## src/rtl/fwd_pkg.sv

```systemverilog
// Shared types and helpers for the operand-forwarding scoreboard.
package fwd_pkg;

   localparam int unsigned REG_ZERO = 0;

   typedef struct packed {
      logic valid;
      logic regwrite;
      logic is_load;
   } entry_ctl_t;

   // Select width wide enough to name "register file" plus every stage.
   function automatic int sel_w(input int num_stages);
      return (num_stages < 1) ? 1 : $clog2(num_stages + 1);
   endfunction

endpackage

```

## src/rtl/forward_scoreboard_if.sv

```systemverilog
// ID-side request and EX-side forwarding response bundle of the scoreboard.
interface forward_scoreboard_if
   import fwd_pkg::*;
#(
   parameter int NUM_SRC    = 2,
   parameter int NUM_STAGES = 2,
   parameter int REG_AW     = 5
);
   localparam int SEL_W = sel_w(NUM_STAGES);

   logic                      id_valid;
   logic [NUM_SRC*REG_AW-1:0] id_rs;
   logic [REG_AW-1:0]         id_rd;
   logic                      id_regwrite;
   logic                      id_is_load;
   logic                      flush;
   logic                      ex_valid;
   logic [NUM_SRC*SEL_W-1:0]  fwd_sel;
   logic                      stall;
   logic [31:0]               stall_count;

   modport master (
      output id_valid, id_rs, id_rd, id_regwrite, id_is_load, flush,
      input  ex_valid, fwd_sel, stall, stall_count
   );

   modport slave (
      input  id_valid, id_rs, id_rd, id_regwrite, id_is_load, flush,
      output ex_valid, fwd_sel, stall, stall_count
   );

endinterface

```

## src/rtl/fwd_match.sv

```systemverilog
// Priority match of one source register against a run of pipeline entries;
// the youngest (lowest-numbered) writing entry wins.
module fwd_match
   import fwd_pkg::*;
#(
   parameter int NUM_ENT    = 2,
   parameter int FIRST      = 1,
   parameter int REG_AW     = 5,
   parameter int SEL_W      = 2,
   parameter int LOAD_STAGE = 2
) (
   input  logic [NUM_ENT-1:0]        i_valid,
   input  logic [NUM_ENT-1:0]        i_regwrite,
   input  logic [NUM_ENT-1:0]        i_is_load,
   input  logic [NUM_ENT*REG_AW-1:0] i_rd,
   input  logic [REG_AW-1:0]         i_rs,
   output logic [SEL_W-1:0]          o_sel,
   output logic                      o_load_hit
);

   logic [NUM_ENT-1:0] w_hit;

   // Per-entry match: a real write to a nonzero register equal to the source.
   always_comb begin
      w_hit = '0;
      for (int e = 0; e < NUM_ENT; e++) begin
         w_hit[e] = i_valid[e] & i_regwrite[e]
                  & (i_rd[e*REG_AW +: REG_AW] != REG_AW'(REG_ZERO))
                  & (i_rd[e*REG_AW +: REG_AW] == i_rs);
      end
   end

   // Walk oldest to youngest so the youngest hit overwrites older ones.
   always_comb begin
      o_sel      = '0;
      o_load_hit = 1'b0;
      for (int e = NUM_ENT - 1; e >= 0; e--) begin
         o_sel      = w_hit[e] ? SEL_W'(e + FIRST) : o_sel;
         o_load_hit = w_hit[e] ? (i_is_load[e] & ((e + FIRST + 1) < LOAD_STAGE))
                               : o_load_hit;
      end
   end

endmodule

```

## src/rtl/forward_scoreboard.sv

```systemverilog
// Tracks in-flight destinations after EX, produces per-source forwarding
// selects for the EX instruction and a load-use stall for the ID instruction.
module forward_scoreboard
   import fwd_pkg::*;
#(
   parameter int NUM_SRC    = 2,
   parameter int NUM_STAGES = 2,
   parameter int LOAD_STAGE = 2,
   parameter int REG_AW     = 5
) (
   input  logic                 clk,
   input  logic                 rst,
   forward_scoreboard_if.slave  bus
);

   localparam int SEL_W = sel_w(NUM_STAGES);

   typedef struct packed {
      entry_ctl_t                ctl;
      logic [REG_AW-1:0]         rd;
      logic [NUM_SRC*REG_AW-1:0] rs;
   } entry_t;

   entry_t                         r_pipe [0:NUM_STAGES];
   logic [31:0]                    r_stall_count;

   entry_t                         w_id_ent;
   logic                           w_accept;
   logic                           w_stall;
   logic [NUM_STAGES:0]            w_valid;
   logic [NUM_STAGES:0]            w_regwrite;
   logic [NUM_STAGES:0]            w_is_load;
   logic [(NUM_STAGES+1)*REG_AW-1:0] w_rd;
   logic [NUM_SRC*SEL_W-1:0]       w_ex_sel;
   logic [NUM_SRC*SEL_W-1:0]       w_fwd_sel;
   logic [NUM_SRC*SEL_W-1:0]       w_id_sel_unused;
   logic [NUM_SRC-1:0]             w_ex_load_hit_unused;
   logic [NUM_SRC-1:0]             w_id_load_hit;

   // Flatten entry fields so the matchers can take contiguous stage ranges.
   always_comb begin
      w_valid    = '0;
      w_regwrite = '0;
      w_is_load  = '0;
      w_rd       = '0;
      for (int j = 0; j <= NUM_STAGES; j++) begin
         w_valid[j]                = r_pipe[j].ctl.valid;
         w_regwrite[j]             = r_pipe[j].ctl.regwrite;
         w_is_load[j]              = r_pipe[j].ctl.is_load;
         w_rd[j*REG_AW +: REG_AW]  = r_pipe[j].rd;
      end
   end

   // EX sources look at stages 1..NUM_STAGES; ID sources look at 0..NUM_STAGES-1,
   // which is where each producer will sit one edge later, relative to EX.
   for (genvar k = 0; k < NUM_SRC; k++) begin : g_src
      fwd_match #(
         .NUM_ENT    (NUM_STAGES),
         .FIRST      (1),
         .REG_AW     (REG_AW),
         .SEL_W      (SEL_W),
         .LOAD_STAGE (LOAD_STAGE)
      ) u_ex_match (
         .i_valid    (w_valid[NUM_STAGES:1]),
         .i_regwrite (w_regwrite[NUM_STAGES:1]),
         .i_is_load  (w_is_load[NUM_STAGES:1]),
         .i_rd       (w_rd[(NUM_STAGES+1)*REG_AW-1:REG_AW]),
         .i_rs       (r_pipe[0].rs[k*REG_AW +: REG_AW]),
         .o_sel      (w_ex_sel[k*SEL_W +: SEL_W]),
         .o_load_hit (w_ex_load_hit_unused[k])
      );

      fwd_match #(
         .NUM_ENT    (NUM_STAGES),
         .FIRST      (0),
         .REG_AW     (REG_AW),
         .SEL_W      (SEL_W),
         .LOAD_STAGE (LOAD_STAGE)
      ) u_id_match (
         .i_valid    (w_valid[NUM_STAGES-1:0]),
         .i_regwrite (w_regwrite[NUM_STAGES-1:0]),
         .i_is_load  (w_is_load[NUM_STAGES-1:0]),
         .i_rd       (w_rd[NUM_STAGES*REG_AW-1:0]),
         .i_rs       (bus.id_rs[k*REG_AW +: REG_AW]),
         .o_sel      (w_id_sel_unused[k*SEL_W +: SEL_W]),
         .o_load_hit (w_id_load_hit[k])
      );
   end

   // Build the candidate P[0] entry and the stall/accept decision.
   always_comb begin
      w_id_ent.ctl.valid    = bus.id_valid;
      w_id_ent.ctl.regwrite = bus.id_regwrite;
      w_id_ent.ctl.is_load  = bus.id_is_load;
      w_id_ent.rd           = bus.id_rd;
      w_id_ent.rs           = bus.id_rs;
      w_stall               = bus.id_valid & ~bus.flush & (|w_id_load_hit);
      w_accept              = bus.id_valid & ~bus.flush & ~w_stall;
   end

   // A bubble in EX must never forward, whatever stale fields it carries.
   always_comb begin
      w_fwd_sel = '0;
      for (int k = 0; k < NUM_SRC; k++) begin
         w_fwd_sel[k*SEL_W +: SEL_W] = r_pipe[0].ctl.valid ? w_ex_sel[k*SEL_W +: SEL_W]
                                                           : SEL_W'(0);
      end
   end

   // Advance the pipeline image; P[0] takes the ID instruction or a bubble.
   always_ff @(posedge clk or posedge rst) begin
      if (rst) begin
         for (int j = 0; j <= NUM_STAGES; j++) begin
            r_pipe[j] <= '0;
         end
      end else begin
         r_pipe[0] <= w_accept ? w_id_ent : '0;
         for (int j = 1; j <= NUM_STAGES; j++) begin
            r_pipe[j] <= r_pipe[j-1];
         end
      end
   end

   // Saturating stall-cycle counter.
   always_ff @(posedge clk or posedge rst) begin
      if (rst) begin
         r_stall_count <= 32'd0;
      end else if (w_stall && (r_stall_count != 32'hFFFF_FFFF)) begin
         r_stall_count <= r_stall_count + 32'd1;
      end else begin
         r_stall_count <= r_stall_count;
      end
   end

   assign bus.ex_valid    = r_pipe[0].ctl.valid;
   assign bus.fwd_sel     = w_fwd_sel;
   assign bus.stall       = w_stall;
   assign bus.stall_count = r_stall_count;

endmodule

```

## src/flat_wrapper.sv

```systemverilog
// flat-port wrapper written by rule: the top's interface ports become plain ports
module forward_scoreboard_flat import fwd_pkg::*;
#(
   parameter int NUM_SRC    = 2,
   parameter int NUM_STAGES = 2,
   parameter int LOAD_STAGE = 2,
   parameter int REG_AW     = 5
)
  (clk, rst, bus_id_valid, bus_id_rs, bus_id_rd, bus_id_regwrite, bus_id_is_load, bus_flush, bus_ex_valid, bus_fwd_sel, bus_stall, bus_stall_count);
  forward_scoreboard_if #(.NUM_SRC(NUM_SRC), .NUM_STAGES(NUM_STAGES), .REG_AW(REG_AW)) bus_i ();
  input  logic clk;
  input  logic rst;
  input wire logic [$bits(bus_i.id_valid)-1:0] bus_id_valid;
  input wire logic [$bits(bus_i.id_rs)-1:0] bus_id_rs;
  input wire logic [$bits(bus_i.id_rd)-1:0] bus_id_rd;
  input wire logic [$bits(bus_i.id_regwrite)-1:0] bus_id_regwrite;
  input wire logic [$bits(bus_i.id_is_load)-1:0] bus_id_is_load;
  input wire logic [$bits(bus_i.flush)-1:0] bus_flush;
  output wire logic [$bits(bus_i.ex_valid)-1:0] bus_ex_valid;
  output wire logic [$bits(bus_i.fwd_sel)-1:0] bus_fwd_sel;
  output wire logic [$bits(bus_i.stall)-1:0] bus_stall;
  output wire logic [$bits(bus_i.stall_count)-1:0] bus_stall_count;
  assign bus_i.id_valid = bus_id_valid;
  assign bus_i.id_rs = bus_id_rs;
  assign bus_i.id_rd = bus_id_rd;
  assign bus_i.id_regwrite = bus_id_regwrite;
  assign bus_i.id_is_load = bus_id_is_load;
  assign bus_i.flush = bus_flush;
  assign bus_ex_valid = bus_i.ex_valid;
  assign bus_fwd_sel = bus_i.fwd_sel;
  assign bus_stall = bus_i.stall;
  assign bus_stall_count = bus_i.stall_count;
  forward_scoreboard #(.NUM_SRC(NUM_SRC), .NUM_STAGES(NUM_STAGES), .LOAD_STAGE(LOAD_STAGE), .REG_AW(REG_AW)) u_core (.clk(clk), .rst(rst), .bus(bus_i));
endmodule
```

## config.mk

```make
export PLATFORM = sky130hd
export DESIGN_NAME = forward_scoreboard_flat
export DESIGN_NICKNAME = d
export VERILOG_FILES = /design/src/rtl/fwd_pkg.sv /design/src/rtl/forward_scoreboard_if.sv /design/src/rtl/fwd_match.sv /design/src/rtl/forward_scoreboard.sv /design/src/flat_wrapper.sv
export SDC_FILE = /design/constraint.sdc
export NUM_CORES = 1
export LEC_CHECK = 0
export ABC_AREA = 1
export CAP_MARGIN = 0
export CELL_PAD_IN_SITES_DETAIL_PLACEMENT = 0
export CELL_PAD_IN_SITES_GLOBAL_PLACEMENT = 1
export CORE_UTILIZATION = 40
export CTS_CLUSTER_SIZE = 8
export DETAILED_ROUTE_END_ITERATION = 12
export DONT_BUFFER_PORTS = 1
export PLACE_DENSITY = 0.81
export SLEW_MARGIN = 5
export SYNTH_ARGS = -nofsm -noshare
export SYNTH_HDL_FRONTEND = slang
export SYNTH_HIERARCHICAL = 1
export SYNTH_SLANG_ARGS = --single-unit
export TNS_END_PERCENT = 20
```

## constraint.sdc

```tcl
create_clock -name clk -period 1.87 [get_ports clk]
set_input_delay 0.0935 -clock clk [delete_from_list [all_inputs] [get_ports clk]]
set_output_delay 0.0935 -clock clk [all_outputs]
set_load 0.01 [all_outputs]
```

==> impl_metrics.csv, run 1 <==
group,metric,value,unit
clocking,clk_path_buf_depth,2,
worst_hold_path,hold_path.class,"in2reg",
power,intPower,0.00221,W
floorplan,die_w,100,um
power,clkPwrFrac,43.5,%
synthesis,syn_inst,589,
final_layout,fin_cells,770,
global_routing,grt-ovfl-total,0,
global_routing,grt_pass1_vias,3443,
detailed_routing,first_pass_iters,4,
placed_design,dpl.cell_count,734,
placed_design,io_buffers,0,
setup_path,start_kind,"flip-flop",
floorplan,die-area,0.0101,sq mm
sta,finalHoldViolCount,0,
setup_path,cp.required,1.78,ns
global_routing,track_usage,21.0,%
floorplan,start_util,41.6,%
detailed_routing,viasPerCell,4.58,
clocking,clkTransAtPathRegs,0.07,ns
power,power_density,621,mW/mm^2
clocking,cts_tree,"done",
sta,report.final.slew_viol_count,0,
global_routing,grt_max_degree,65,
power,p_sw,0.000688,W
synthesis,syn_avg_cell_area,6.58,sq um
sta,clock.fmax,540,MHz
synthesis,netlist_area,0.00388,sq mm
detailed_routing,vias,3527,
sta,rsz0062_at_grt,"yes",
power,p_sw_share,23.8,%
floorplan,core,0.00933,sq mm
final_layout,area_growth,20.3,%
sta,fin_crit_sh,99.1,%
job,max_cap_viol_count,0,
sta,setup_viol,0,
sta,fin_skew,0.00913,ns
setup_path,crit_path_end_kind,"output port",
final_layout,mostFrequentLayoutCell,"nand2_1",
placed_design,gp_congestion,0.811,
power,pwr-share-comb,6.7,%
floorplan,die_h,100,um
synthesis,yosysWarnings,6,
floorplan,rows,35,
sta,finalCriticalPeriod,1.85,ns
setup_path,crit_fanout,6,
placed_design,post-place-ws,-0.0286,ns
sta,worstMarginPinSlew,0.344,ns
detailed_routing,drtIter0Drc,163,
detailed_routing,routedWlPerCell,12.8,um
sta,holdWs,0.0488,ns
clocking,cts_sinks,64,
setup_path,path_class,"reg2out",
placed_design,place_hpwl,7.24,mm
clocking,clockRootBuffer,"clkbuf_8",
global_routing,antenna_found_initial,0,
power,power.total,0.00290,W
floorplan,pin_count,59,
power,p_leak,2.32,nW
final_layout,multiInputGateArea,0.00188,sq mm
detailed_routing,wl,9.88,mm
sta,relSlewSlack,77.0,%
clocking,h-tree-depth,3,
clocking,clock_latency,0.35,ns
final_layout,nNetsFinal,659,
final_layout,drive_gt1_share,13.6,%
global_routing,grt_first_pass_wirelength,16.5,mm
status,run_status,"complete, no violations",
final_layout,n_antenna_cell,0,
final_layout,final_cell_mix,"235 x nand2_1, 92 x nor2_1, 84 x inv_1",
setup_path,cp_data_arrival_time,1.76,ns
final_layout,fill_cells,958,
detailed_routing,drc_errors,0,
power,seq_power_share,49.8,%
final_layout,ff_latch_area,0.00160,sq mm
detailed_routing,ant_nets,0,
synthesis,syn_nets,611,
sta,worst_slack,0.0174,ns
power,peakVddDrop,0.264,mV
clocking,cts-buffers-inserted,9,
## sequential cells by signal, summed over array words and instances (netlist names)
signal and cells:
u_core/bus.stall_count 32, u_core/bus.ex_valid 1, u_core/r_pipe 31
## layer usage
metal / vias up / wire length (um) / track usage [%]
li1: 1845 / - / -
met1: 1611 / 4860 / 30.0
met2: 69 / 4350 / 31.3
met3: 2 / 634 / 5.76
met4: 0 / 38 / 5.69
met5: - / 0 / 0
## stage by stage
stage / cell area, sq um / util (%) / TNS [ns]
final: 4670 / 50.0 / 0
after floorplan: 3880 / - / 0
after global routing: 4670 / 50.0 / -0.865
after CTS: 4600 / 49.3 / 0
after detailed placement: 4190 / 44.9 / -0.0356
after global placement: 4190 / 44.9 / 0
## area by class of cell
cell class | count | area share, %
Clock buffer | 12 | 3.54
Timing Repair Buffer | 44 | 9.55
Inverter | 99 | 8.02
Multi-Input combinational cell | 419 | 40.2
Clock inverter | 3 | 0.858
Tap cell | 129 | 3.46
Sequential cell | 64 | 34.4
## path summary, 6_finish.rpt
kind | start | end | slack [ns] | depth (start not counted)
hold reg to reg | u_core/r_pipe[50] | u_core/r_pipe[32] | 0.41 | 0
setup / recovery | u_core/r_pipe[49] | bus_stall | 0.02 | 7
min in group asynchronous | rst | u_core/bus.stall_count[27] | 0.26 | 3
hold / removal | bus_flush | u_core/bus.ex_valid | 0.05 | 3
max in group asynchronous | rst | u_core/r_pipe[47] | 1.30 | 3
setup reg to reg | u_core/r_pipe[49] | u_core/bus.stall_count[24] | 0.02 | 10
## critical path, cell delays in order, from the launching register on
cell	delay, ns
dfrtp_1	0.41
xnor2_1	0.20
nand3b_1	0.12
nor3_2	0.18
nor2_2	0.07
nor2_4	0.15
buf_4	0.16
buf_4	0.12
## what timing repair did
action                     in CTS  in global routing
setup endpoints to repair       6                 35
hold endpoints to repair       82                  0
buffers inserted                0                  1
pin swaps                       1                  1
gates cloned                    0                  1
hold buffers                   19                  0
resized for setup               4                 10
## power groups by stage
stage	combinational [W]	clock (W)	sequential (W)
2_1_floorplan	0.000125	0	0.00146
3_3_place_gp	0.000166	0	0.00147
3_5_place_dp	0.000166	0	0.00147
4_1_cts	0.000199	0.00130	0.00144
5_1_grt	0.000228	0.00135	0.00145
6_report	0.000195	0.00126	0.00144
Power figures use the tool's default switching activity.
==> inputs of run 2 (changes only) <==
CORE_ASPECT_RATIO = 1.5   (was unset)
==> run 2 against run 1 <==
  * The flow now finishes with violations (setup timing)
  * Utilization grew 1.8 points
  * Clock power rose by 58%
  * Hold slack got worse by 0.021 ns
  * Die area hardly changed
  * Clock-buffer cell count fell by 2
  * Critical path depth rose by 5
  * Non-clock buffer count up 3
  * Register-to-register slack got worse by 0.05 ns
  * Critical endpoint is now u_core/bus.stall_count[12]
  * Sequential power hardly changed
  * Global-route usage is 2.4 points higher
  * Combinational power up 4%
==> impl_metrics.csv, run 2 (synthesis results as in run 1) <==
group,metric,value,unit
final_layout,final_cell_area,0.00483,sq mm
power,p_leak,2.39,nW
floorplan,rows,43,
final_layout,area_growth,24.5,%
detailed_routing,vias,3587,
floorplan,die_w,82.4,um
sta,setup_viol,7,
sta,finalHoldViolCount,0,
sta,fin_crit_sh,102,%
status,run_status,"finished with violations",
detailed_routing,routedWlPerCell,14.0,um
setup_path,path_cells,"nand2_2 -> nand2_1 -> nand3b_1 -> nor3_2 -> nor2_2 -> nor2_4 -> nand2_4 -> buf_4 -> nor2_4 -> buf_4 -> a21oi_2 -> nor2_1",
final_layout,multiInputGateArea,0.00193,sq mm
floorplan,start_util,41.7,%
detailed_routing,drtIter0Drc,143,
clocking,clockRootBuffer,"clkbuf_16",
power,seq_power_share,39.7,%
sta,fin_skew,0.00536,ns
placed_design,io_buffers,0,
clocking,cts-buffers-inserted,9,
placed_design,gp_congestion,0.856,
clocking,clk_path_buf_depth,2,
power,power.total,0.00364,W
power,pwr-share-comb,5.6,%
floorplan,pin_count,59,
sta,rsz0062_at_grt,"yes",
status,violations,"setup timing",
final_layout,final_cell_mix,"233 x nand2_1, 89 x nor2_1, 82 x inv_1",
global_routing,grt-ovfl-total,0,
job,max_cap_viol_count,0,
final_layout,n_antenna_cell,0,
sta,finalCriticalPeriod,1.90,ns
final_layout,mostFrequentLayoutCell,"nand2_1",
detailed_routing,drc_errors,0,
power,power_density,754,mW/mm^2
floorplan,die-area,0.0101,sq mm
global_routing,track_usage,23.5,%
power,p_sw_share,21.8,%
clocking,cts_sinks,64,
setup_path,start_kind,"flip-flop",
sta,report.final.slew_viol_count,0,
floorplan,core,0.00931,sq mm
sta,holdWs,0.0280,ns
global_routing,grt_first_pass_wirelength,17.0,mm
power,clkPwrFrac,54.7,%
sta,worstMarginPinSlew,0.371,ns
power,peakVddDrop,0.522,mV
detailed_routing,viasPerCell,4.74,
setup_path,critical_path.slowest_cell,"dfrtp_2",
sta,relSlewSlack,75.2,%
worst_hold_path,hold_path.class,"in2reg",
final_layout,drive_gt1_share,16.0,%
detailed_routing,wl,10.6,mm
sta,worst_slack,-0.0302,ns
final_layout,largest_reg_flops,32,
power,p_sw,0.000795,W
sta,clock.fmax,526,MHz
placed_design,post-place-ws,-0.0854,ns
clocking,cts_tree,"done",
clocking,h-tree-depth,3,
setup_path,cp_top_family,"simple AND/OR/NAND/NOR gates",
final_layout,finish.utilization,51.8,%
setup_path,cp.required,2.14,ns
placed_design,place_hpwl,8.05,mm
setup_path,crit_path_end_kind,"flip-flop",
setup_path,path_buf_inv,2,
final_layout,ff_latch_area,0.00160,sq mm
clocking,clkTransAtPathRegs,0.06,ns
detailed_routing,ant_nets,0,
global_routing,grt_pass1_vias,3695,
clocking,clock_latency,0.33,ns
detailed_routing,first_pass_iters,4,
global_routing,grt_max_degree,65,
setup_path,crit_fanout,7,
setup_path,path_class,"reg2reg",
setup_path,cp_data_arrival_time,2.17,ns
placed_design,place_area,0.00418,sq mm
setup_path,max_stage_delay,0.43,ns
floorplan,die_h,123,um
global_routing,antenna_found_initial,0,
final_layout,nNetsFinal,662,
final_layout,fill_cells,929,
power,intPower,0.00284,W
==> run 2: cell count changes in the layout (fill, tap and decap cells not counted), sizes merged <==
| cell | change |
|---|---|
| inv | +1 |
| buf | +5 |
| clkbuf | -3 |
| clkinv | -1 |
| dlygate4sd3 | -1 |
| clkinvlp | +1 |
| bufinv | +2 |
==> run 2: layout make-up <==
type                    instances  area share (%)
flip-flops and latches         64            33.2
multi-input cells             419            40.1
clock buffers                  10            4.95
well taps                     112            2.90
clock inverters                 6            2.39
repair buffers                 47            8.76
inverters                      99            7.70
==> run 2: worst register-to-register path: stages (launching register included) <==
cell and delay, ns:
dfrtp_2 0.43, nand2_2 0.08, nand2_1 0.05, nand3b_1 0.17, nor3_2 0.20, nor2_2 0.08, nor2_4 0.22, nand2_4 0.09
buf_4 0.14, nor2_4 0.11, buf_4 0.13, a21oi_2 0.04, nor2_1 0.09
==> run 2: path summary, 6_finish.rpt <==
path / startpoint / end / slack, ns / depth (start not counted)
max reg2reg: u_core/r_pipe[47] / u_core/bus.stall_count[12] / -0.03 / 12
max in group asynchronous: rst / u_core/bus.stall_count[17] / 1.29 / 3
min in group asynchronous: rst / u_core/bus.stall_count[3] / 0.27 / 3
min reg2reg: u_core/r_pipe[35] / u_core/r_pipe[17] / 0.40 / 0
min: bus_id_valid / u_core/bus.ex_valid / 0.03 / 2
max: u_core/r_pipe[47] / u_core/bus.stall_count[12] / -0.03 / 12
==> run 2: repair_timing <==
action / CTS / global route
gates resized for setup: 2 / 22
buffers inserted: 0 / 3
pin swaps: 2 / 8
endpoints found under the setup margin: 12 / 39
endpoints found under the hold margin: 81 / 0
hold buffers: 18 / 0
==> run 2: per-layer routing <==
metal	vias to the layer above	wire length (um)	GRT usage (%)
li1	1856	-	-
met1	1634	3800	21.5
met2	73	6020	45.0
met3	24	414	5.80
met4	0	368	12.8
met5	-	0	0
==> run 2: power by group through the flow <==
stage / clock network [W] / logic [W] / registers, W
finish: 0.00199 / 0.000203 / 0.00145
global route: 0.00208 / 0.000234 / 0.00145
CTS: 0.00202 / 0.000201 / 0.00145
detailed placement: 0 / 0.000169 / 0.00147
global placement: 0 / 0.000166 / 0.00147
floorplan: 0 / 0.000125 / 0.00146
==> run 2: per-stage QoR <==
step | setup TNS [ns] | cells
2_1_floorplan | 0 | 589
3_3_place_gp | -0.0541 | 720
3_5_place_dp | -0.140 | 720
4_1_cts | -0.0494 | 754
5_1_grt | -3.00 | 757
6_report | -0.0777 | 757
